File: config.mk
export PLATFORM = sky130hd
export DESIGN_NAME = writeback_arbiter
export DESIGN_NICKNAME = d
export VERILOG_FILES = /design/src/rtl/writeback_arbiter_pkg.sv /design/src/rtl/writeback_arbiter_wb_queue.sv /design/src/rtl/writeback_arbiter.sv
export SDC_FILE = /design/constraint.sdc
export NUM_CORES = 1
export LEC_CHECK = 0
export ABC_CLOCK_PERIOD_IN_PS = 5400
export CORE_MARGIN = 8
export CORE_UTILIZATION = 50
export DETAILED_ROUTE_END_ITERATION = 10
export DONT_BUFFER_PORTS = 1
export PLACE_DENSITY_LB_ADDON = 0.3
export SYNTH_ARGS = -nofsm -noshare
export SYNTH_HDL_FRONTEND = slang
export SYNTH_SLANG_ARGS = --single-unit
File: constraint.sdc
create_clock -name clk -period 5.4 [get_ports clk]
set_input_delay 0.81 -clock clk [delete_from_list [all_inputs] [get_ports clk]]
set_output_delay 0.81 -clock clk [all_outputs]
set_load 0.03 [all_outputs]
File: src/rtl/writeback_arbiter_pkg.sv
// Shared widths, the register-0 constant and the writeback entry type for the
// writeback arbiter and its load queue.
package writeback_arbiter_pkg;

  localparam int AW = 5;
  localparam int DW = 32;

  localparam logic [AW-1:0] REG_ZERO = 5'd0;

  typedef struct packed {
    logic          valid;
    logic [AW-1:0] addr;
    logic [DW-1:0] data;
  } wb_entry_t;

endpackage

File: src/rtl/writeback_arbiter_wb_queue.sv
// Circular load-result queue with per-entry valid bits, WAW squash by address
// and two address lookups over the valid entries.
module wb_queue
  import writeback_arbiter_pkg::*;
#(
  parameter int DEPTH = 4
) (
  input  logic          clk,
  input  logic          reset,
  input  logic          push_i,
  input  wb_entry_t     push_entry_i,
  input  logic          pop_i,
  input  logic          squash_i,
  input  logic [AW-1:0] squash_addr_i,
  input  logic [AW-1:0] lookup_a_i,
  input  logic [AW-1:0] lookup_b_i,
  output logic          full_o,
  output logic          empty_o,
  output wb_entry_t     head_o,
  output logic          match_a_o,
  output logic          match_b_o
);

  localparam int PW = (DEPTH > 1) ? $clog2(DEPTH) : 1;
  localparam int CW = $clog2(DEPTH + 1);

  wb_entry_t     mem_q [DEPTH];
  logic [PW-1:0] head_q;
  logic [PW-1:0] tail_q;
  logic [CW-1:0] count_q;

  assign full_o  = (count_q == CW'(DEPTH));
  assign empty_o = (count_q == '0);
  assign head_o  = mem_q[head_q];

  // Popped slots drop their valid bit, so lookups can scan every slot.
  always_comb begin
    match_a_o = 1'b0;
    match_b_o = 1'b0;
    for (int i = 0; i < DEPTH; i++) begin
      if (mem_q[i].valid && (mem_q[i].addr == lookup_a_i)) match_a_o = 1'b1;
      if (mem_q[i].valid && (mem_q[i].addr == lookup_b_i)) match_b_o = 1'b1;
    end
  end

  always_ff @(posedge clk) begin
    if (reset) begin
      head_q  <= '0;
      tail_q  <= '0;
      count_q <= '0;
      for (int i = 0; i < DEPTH; i++) mem_q[i].valid <= 1'b0;
    end else begin
      for (int i = 0; i < DEPTH; i++) begin
        if (squash_i && (mem_q[i].addr == squash_addr_i)) mem_q[i].valid <= 1'b0;
      end
      if (pop_i) begin
        mem_q[head_q].valid <= 1'b0;
        head_q              <= head_q + PW'(1);
      end
      if (push_i) begin
        mem_q[tail_q] <= push_entry_i;
        tail_q        <= tail_q + PW'(1);
      end
      case ({push_i, pop_i})
        2'b10:   count_q <= count_q + CW'(1);
        2'b01:   count_q <= count_q - CW'(1);
        default: count_q <= count_q;
      endcase
    end
  end

endmodule

File: src/rtl/writeback_arbiter.sv
// Register-file write-port arbiter: ALU results win, queued load results fill
// idle cycles; registered write port, combinational RAW hazard lookup.
module writeback_arbiter
  import writeback_arbiter_pkg::*;
#(
  parameter int DEPTH = 4
) (
  input  logic          clk,
  input  logic          reset,
  input  logic          alu_valid,
  input  logic [AW-1:0] alu_addr,
  input  logic [DW-1:0] alu_data,
  input  logic          ld_valid,
  output logic          ld_ready,
  input  logic [AW-1:0] ld_addr,
  input  logic [DW-1:0] ld_data,
  output logic          wr_en,
  output logic [AW-1:0] wr_addr,
  output logic [DW-1:0] wr_data,
  input  logic [AW-1:0] rd_addr_a,
  input  logic [AW-1:0] rd_addr_b,
  output logic          hazard_a,
  output logic          hazard_b
);

  logic          alu_win;
  logic          ld_push;
  logic          q_pop;
  logic          q_full;
  logic          q_empty;
  logic          match_a;
  logic          match_b;
  wb_entry_t     head;
  wb_entry_t     push_entry;

  logic          wr_en_q,   wr_en_d;
  logic [AW-1:0] wr_addr_q, wr_addr_d;
  logic [DW-1:0] wr_data_q, wr_data_d;

  assign alu_win  = alu_valid && (alu_addr != REG_ZERO);
  assign ld_ready = !q_full && !reset;
  // r0 loads complete the handshake but never occupy a slot.
  assign ld_push  = ld_valid && ld_ready && (ld_addr != REG_ZERO);
  assign q_pop    = !alu_win && !q_empty && !reset;

  // A load landing alongside a younger ALU write to the same register is dead on arrival.
  assign push_entry = '{valid: !(alu_win && (ld_addr == alu_addr)),
                        addr:  ld_addr,
                        data:  ld_data};

  wb_queue #(.DEPTH(DEPTH)) u_queue (
    .clk          (clk),
    .reset        (reset),
    .push_i       (ld_push),
    .push_entry_i (push_entry),
    .pop_i        (q_pop),
    .squash_i     (alu_win),
    .squash_addr_i(alu_addr),
    .lookup_a_i   (rd_addr_a),
    .lookup_b_i   (rd_addr_b),
    .full_o       (q_full),
    .empty_o      (q_empty),
    .head_o       (head),
    .match_a_o    (match_a),
    .match_b_o    (match_b)
  );

  always_comb begin
    wr_en_d   = 1'b0;
    wr_addr_d = wr_addr_q;
    wr_data_d = wr_data_q;
    if (alu_win) begin
      wr_en_d   = 1'b1;
      wr_addr_d = alu_addr;
      wr_data_d = alu_data;
    end else if (!q_empty && head.valid) begin
      wr_en_d   = 1'b1;
      wr_addr_d = head.addr;
      wr_data_d = head.data;
    end
  end

  always_ff @(posedge clk) begin
    if (reset) begin
      wr_en_q   <= 1'b0;
      wr_addr_q <= '0;
      wr_data_q <= '0;
    end else begin
      wr_en_q   <= wr_en_d;
      wr_addr_q <= wr_addr_d;
      wr_data_q <= wr_data_d;
    end
  end

  assign wr_en   = wr_en_q;
  assign wr_addr = wr_addr_q;
  assign wr_data = wr_data_q;

  assign hazard_a = (rd_addr_a != REG_ZERO) &&
                    ((wr_en_q && (wr_addr_q == rd_addr_a)) || match_a);
  assign hazard_b = (rd_addr_b != REG_ZERO) &&
                    ((wr_en_q && (wr_addr_q == rd_addr_b)) || match_b);

endmodule

# Yosys cells after proc, flatten, opt, wreduce, memory -nomap -nowiden
# Memory sizes are Yosys's and may differ from the RTL's. A register that Yosys moved wholly into a read port is not among the register bits.
# Index checks and enable logic that the tools add are counted.
classes:
  order_cmp: 0
  eq_ne: 18
  bitwise: 4
  n_reduce_logical: 39
  addsub: 4
  shift: 0
  div_mod_pow: 0
  muxes: 44
  n_mul: 0
op_table:
  columns: ["operator", "count"]
  rows:
  - ["5-bit == test", 15]
  - ["32-bit 2-to-1 mux", 2]
  - ["38-bit 2-to-1 mux", 1]
  - ["38-bit OR reduction", 1]
  - ["1-bit 2-to-1 mux", 34]
  - ["1-bit logical AND", 24]
  - ["5-bit nonzero test", 4]
  - ["5-bit 2-to-1 mux", 2]
  - ["2-bit 2-to-1 mux", 4]
  - ["3-bit one-hot mux with 2 select lines", 1]
  - ["1-bit logical NOT", 5]
  - ["2-bit by 1-bit adder with 2-bit output (second input constant)", 2]
  - ["1-bit bitwise OR", 4]
  - ["2-bit nonzero test", 2]
  - ["3-bit by 1-bit adder with 3-bit output (second input constant)", 1]
  - ["3-bit == test (second input constant)", 1]
  - ["3-bit logical NOT", 1]
  - ["3-bit by 1-bit subtractor with 3-bit output (second input constant)", 1]
  - ["2-bit by 1-bit == test with 1-bit output (second input constant)", 1]
  - ["2-bit == test (second input constant)", 1]
  - ["1-bit logical OR", 2]
totals:
  input_bits: 88
  reg_bits: 45
  word_cells: 116
  rom_bits: 0
  latch_bits: 0
  out_inout_bits: 41
  ram_bits: 152
  n_memories: 1
mem_list:
  columns: ["memory", "words", "word_bits", "read_ports", "rd_clocked_by_memory_dff", "write_ports", "line_no", "rtl"]
  rows:
  - ["u_queue.mem_q", 4, 38, 5, 1, 5, "writeback_arbiter_wb_queue.sv:27", "wb_entry_t mem_q [DEPTH];"]

# Logic depth before layout (Yosys ltp)
logic_depth:
  depth_word: 10
  mapped_depth: 10
  ltp_nobuf: 10

# Cells and area by module
# A second synthesis with hierarchy kept.
unflattened:
  hier_cells: 570
  hier_area_um2: 8857.2
by_module_without_submodules:
  columns: ["module", "area_each_um2", "cells_per_inst", "seq_area_each_um2", "instances"]
  rows:
  - ["wb_queue", 6774.0, 357, 4744.6, 1]
  - ["writeback_arbiter", 2083.2, 213, 760.7, 1]

# Worst setup path before layout
# No wires, ideal clock.
synth_timing:
  kind: "in2reg"
  from: "input port reset"
  to: "memory u_queue.mem_q[0][37] (netlist bit), enable pin"
  setup_ps: 296
  t_arrival_ps: 3117
  path_stages: 5
  setup_slack_ps: 1987
  path_buffers: 1
  t_required_ps: 5104
  path_cell_list: "clkbuf_1 -> a31oi_1 -> o311a_1 -> and2_1 -> nand3b_1"
synth_rtl:
  columns: ["item", "line_no", "rtl"]
  rows:
  - ["from (decl)", "writeback_arbiter.sv:9", "input logic reset,"]
  - ["to (decl)", "writeback_arbiter_wb_queue.sv:27", null]

# Worst setup path after layout
layout_timing:
  from: "input port alu_addr[1]"
  to: "register u_queue.count_q[2]"
layout_between:
  elab_chain_len: 7
  word_cells_on_any_way: 9
  classes_between: "2 x eq/ne; 1 x mux; 6 x reduce/logical"
layout_lines:
  columns: ["item", "line_no", "rtl"]
  rows:
  - ["from (decl)", "writeback_arbiter.sv:11", "input logic [AW-1:0] alu_addr,"]
  - ["5-bit nonzero test *", "writeback_arbiter.sv:40", "assign alu_win = alu_valid && (alu_addr != REG_ZERO);"]
  - ["1-bit logical AND *", "writeback_arbiter.sv:40", null]
  - ["1-bit logical NOT *", "writeback_arbiter.sv:44", "assign q_pop = !alu_win && !q_empty && !reset;"]
  - ["1-bit logical AND * (2 in a row)", "writeback_arbiter.sv:44", null]
  - ["2-bit by 1-bit == test with 1-bit output / 2-bit == test (equally long branches)", "writeback_arbiter_wb_queue.sv:64", "case ({push_i, pop_i})"]
  - ["3-bit one-hot mux with 2 select lines / 2-bit nonzero test (equally long branches)", null, null]
  - ["to (signal assigned)", "writeback_arbiter_wb_queue.sv:65", "2'b10: count_q <= count_q + CW'(1);"]
  - ["to (signal assigned)", "writeback_arbiter_wb_queue.sv:66", "2'b01: count_q <= count_q - CW'(1);"]
  - ["to (signal assigned)", "writeback_arbiter_wb_queue.sv:67", "default: count_q <= count_q;"]
  - ["to (decl)", "writeback_arbiter_wb_queue.sv:30", "logic [CW-1:0] count_q;"]
# Mark *: on every way between the ends. The rest lies on a longest branch, timed or not.
# A chain may end at the register's enable or synchronous reset.

==> results.sh <==
export IMPL_setup_worst_path_class="input port to flop"
export IMPL_grt_util_met2_pct=29.93
export IMPL_crit_path_cell_trace="or4_4 > o21a_1 > buf_4 > nor3_2 > ha_1 > inv_1 > fa_1 > xor2_1 > or3_1 > a21oi_1"
export IMPL_crit_path_start="alu_addr[1]"
export IMPL_floorplan_initialDensity_pct=50.45
export IMPL_cts_max_level=4
export IMPL_power_per_cell_area_nw_per_um2=365.3
export IMPL_run_status="completed"
export IMPL_ctsRootBufferMaster="clkbuf_16"
export IMPL_ys_warn_count=0
export IMPL_ys_seq_elements=199
export IMPL_antenna_found_initial=0
export IMPL_drive_above_1_share_pct=13.74
export IMPL_timing_critical_path_required_ns=5.76
export IMPL_gate_count_after_technology_mapping=605
export IMPL_setup_viol=0
export IMPL_drt_initial_drc_count=360
export IMPL_synth_async_reset_ratio_pct=0
export IMPL_timing_reg2reg_setup_slack_ns=2.43
export IMPL_fin_crit_ns=3.208
export IMPL_crit_path_top_delay_cell="or4_4"
export IMPL_grt_util_met1_pct=21.55
export IMPL_num_antenna_cells=0
export IMPL_clock_skew_final_ns=0.01116
export IMPL_hold_crit_depth=1
export IMPL_place_port_buffers=0
export IMPL_hp_class="input port to flop"
export IMPL_synth_net_count=703
export IMPL_cts_sinks=199
export IMPL_path_buf_inv=2
export IMPL_cts_root_to_sink_buffers=2
export IMPL_number_of_enable_flip_flop_cells_after_synthesis=152
export IMPL_crit_arrival_ns=3.57
export IMPL_r2r_start="u_queue.count_q[0]$_SDFFE_PP0P_"
export IMPL_finish_net_count=682
export IMPL_r2r_end="u_queue.mem_q[1][37]$_SDFFCE_PN0P_"
export IMPL_yosys_most_used_dff="edfxtp_1"
export IMPL_dp_hpwl_um=12940
export IMPL_finalWirelength_um=19420
export IMPL_grt_busiest_layer="met2"
export IMPL_post_cts_repair_setup_buffers=0
export IMPL_largest_voltage_drop_on_the_vdd_net_uv=252.0
export IMPL_grt_pass1_wl_um=30280
export IMPL_post_route_period_util_pct=59.41
export IMPL_ys_top_cells_by_count="152 x edfxtp_1, 75 x nand2_1, 56 x xor2_1"
export IMPL_routed_wire_length_per_instance_um=23.62
export IMPL_drtAntennaViolNets=0
export IMPL_top_level_ports=129
export IMPL_setup_repair_after_global_routing_missed_its_margin="false"
export IMPL_portion_of_the_post_synthesis_area_used_by_sequential_elements_pct=63.75
export IMPL_cts_tree="done"
export IMPL_maxSlewHeadroom_pct=27.41
export IMPL_end_kind="flop"
export IMPL_ff2ff_path_depth=5
export IMPL_die_width_um=147.4
export IMPL_area_delta_synth_final_pct=8.389
export IMPL_die_area_um2=21730
export IMPL_gr_usage_met3_pct=6.542
export IMPL_crit_family="simple AND/OR/NAND/NOR gates"
export IMPL_vias_per_cell=5.844
export IMPL_holdCritStartpoint="reset"
export IMPL_via_count_of_the_first_global_routing_pass=5146
export IMPL_fp_row_count=48
export IMPL_via_count=4804
export IMPL_synth_cell_type_count=38
export IMPL_synthesis_area_per_instance_um2=14.27
export IMPL_postCtsHoldBufs=0
export IMPL_synth_largest_area_cell="edfxtp_1"
export IMPL_slew_at_the_pin_closest_to_its_max_slew_limit_ns=1.089
export IMPL_power_leakage_nw=3.101
export IMPL_gp_routability_congestion=0.8869
export IMPL_max_cap_violations=0
export IMPL_detail_route_first_pass_iterations=4
export IMPL_synthesis_area_um2=8636
export IMPL_timing_fmax_mhz=311.7
export IMPL_worst_path_max_fanout=38
export IMPL_fin_tns_setup_ns=0
export IMPL_grt_start_max_net_pins=53
export IMPL_p_total_mw=3.420
export IMPL_drc=0
export IMPL_layout_cells_non_filler=822
export IMPL_hold_path_end="u_queue.count_q[2]$_SDFFE_PP0P_"
export IMPL_clkLatencyLatePin_ns=0.43
export IMPL_dp_cells=790
export IMPL_global_route_overflow=0
export IMPL_start_kind="input port"
export IMPL_finalHoldWorstSlack_ns=0.4454
export IMPL_core_area_um2=17120
export IMPL_slew_viol_final=0
export IMPL_cts_repair_resized=0
export IMPL_synth_most_common_cell="edfxtp_1"
export IMPL_post_synth_main_area_contributors="edfxtp_1 53%, dfxtp_1 11%, mux4_2 9.9%, xor2_1 5.7%, a311oi_1 3.7%"
export IMPL_fill_cells=1394
export IMPL_die_height_um=147.4
export IMPL_synth_top_area_share_pct=52.85
export IMPL_final_hold_viol_count=0
export IMPL_grtUsageTotal_pct=18.37
export IMPL_cts_inserted_buffers=17
export IMPL_worst_setup_hold_path_clk_slew_ns=0.07
export IMPL_cp_slowest_stage_delay_ns=0.54
stage by stage:
stage	area (um2)	worst slack (ns)	utilization, %
3_3_place_gp	8758	1.881	51.17
3_5_place_dp	8758	1.753	51.17
2_1_floorplan	8636	1.987	-
6_report	9360	2.192	54.69
5_1_grt	9360	2.075	54.69
4_1_cts	9360	2.201	54.69
worst register-to-register path, delay by kind of cell, from the launching register on:
family | cells | cell delay, ns
and+or+nand+nor | 2 | 1.13
AOI/OAI and AO/OA | 2 | 1.11
DFF | 1 | 0.37
buffers and inverters | 1 | 0.09
state kept, by name (all words and copies together), names as in the netlist, named ones only:
register	flops
wr_addr	5
u_queue.head_q	2
u_queue.mem_q	152
u_queue.count_q	3
wr_en	1
u_queue.tail_q	2
wr_data	32
placed cells by master, fill, tap and decap left out, types with 2 or more instances in the layout:
| cell | Yosys | layout |
|---|---|---|
| mux2i_1 | 2 | 2 |
| clkbuf_16 | 0 | 20 |
| inv_6 | 0 | 2 |
| dfxtp_2 | 0 | 2 |
| a311oi_1 | 36 | 36 |
| nor4_1 | 11 | 11 |
| edfxtp_1 | 152 | 152 |
| and2_2 | 0 | 4 |
| nand2_1 | 75 | 75 |
| nor2_1 | 45 | 45 |
| buf_4 | 0 | 4 |
| inv_1 | 8 | 8 |
| clkbuf_1 | 24 | 2 |
| xnor2_1 | 23 | 23 |
| xor2_1 | 56 | 56 |
| clkbuf_8 | 0 | 3 |
| a21oi_1 | 7 | 7 |
| ha_1 | 9 | 9 |
| mux4_2 | 38 | 38 |
| nor3_1 | 5 | 5 |
| or3_1 | 2 | 2 |
| nor2b_1 | 4 | 4 |
| o22a_1 | 2 | 2 |
| nand3_1 | 13 | 13 |
| or4_1 | 2 | 2 |
| nand4_1 | 4 | 4 |
| nand3b_1 | 4 | 4 |
| clkinv_2 | 0 | 3 |
| dfxtp_1 | 47 | 45 |
kinds of logic (layout without fill, tap and decap cells):
logic type,count (synthesis),in the layout,synth area share (%)
buf+inv,52,44,2.622
mux,40,40,10.14
compound gates,52,52,4.955
flops,199,199,63.75
xor+xnor,79,79,8.012
fa+ha+maj,10,10,1.536
simple gates,173,173,8.983
where the power goes:
part	switching [mW]	internal, mW
combinational	0.166	0.155
sequential	0.126	1.72
clock	0.536	0.715
total	0.828	2.59
layout make-up:
cell class	instances	area (um2)	share of cell area, %
flip-flops and latches	199	5508	58.84
multi-input cells	354	2909	31.08
clock buffers	25	549.3	5.868
well taps	225	281.5	3.008
clock inverters	7	52.55	0.5614
repair buffers	4	30.03	0.3208
inverters	8	30.03	0.3208
metal layers:
metal | routed length, um | up-vias
met1 | 7469 | 2410
met3 | 1752 | 27
li1 | - | 2205
met4 | 433 | 0
met2 | 9759 | 162
met5 | 0 | -
worst max-delay path by stage:
stage	endpoint	slack, ns	cells after the start
finish	u_queue.count_q[2]$_SDFFE_PP0P_	2.19	10
global route	u_queue.count_q[2]$_SDFFE_PP0P_	2.08	10
CTS	u_queue.count_q[2]$_SDFFE_PP0P_	2.20	10
detailed placement	u_queue.count_q[2]$_SDFFE_PP0P_	1.75	10
global placement	u_queue.count_q[2]$_SDFFE_PP0P_	1.88	10
floorplan	u_queue.mem_q[0][37]$_SDFFCE_PN0P_	1.99	5
No activity file was read; power rests on OpenSTA's default activity.
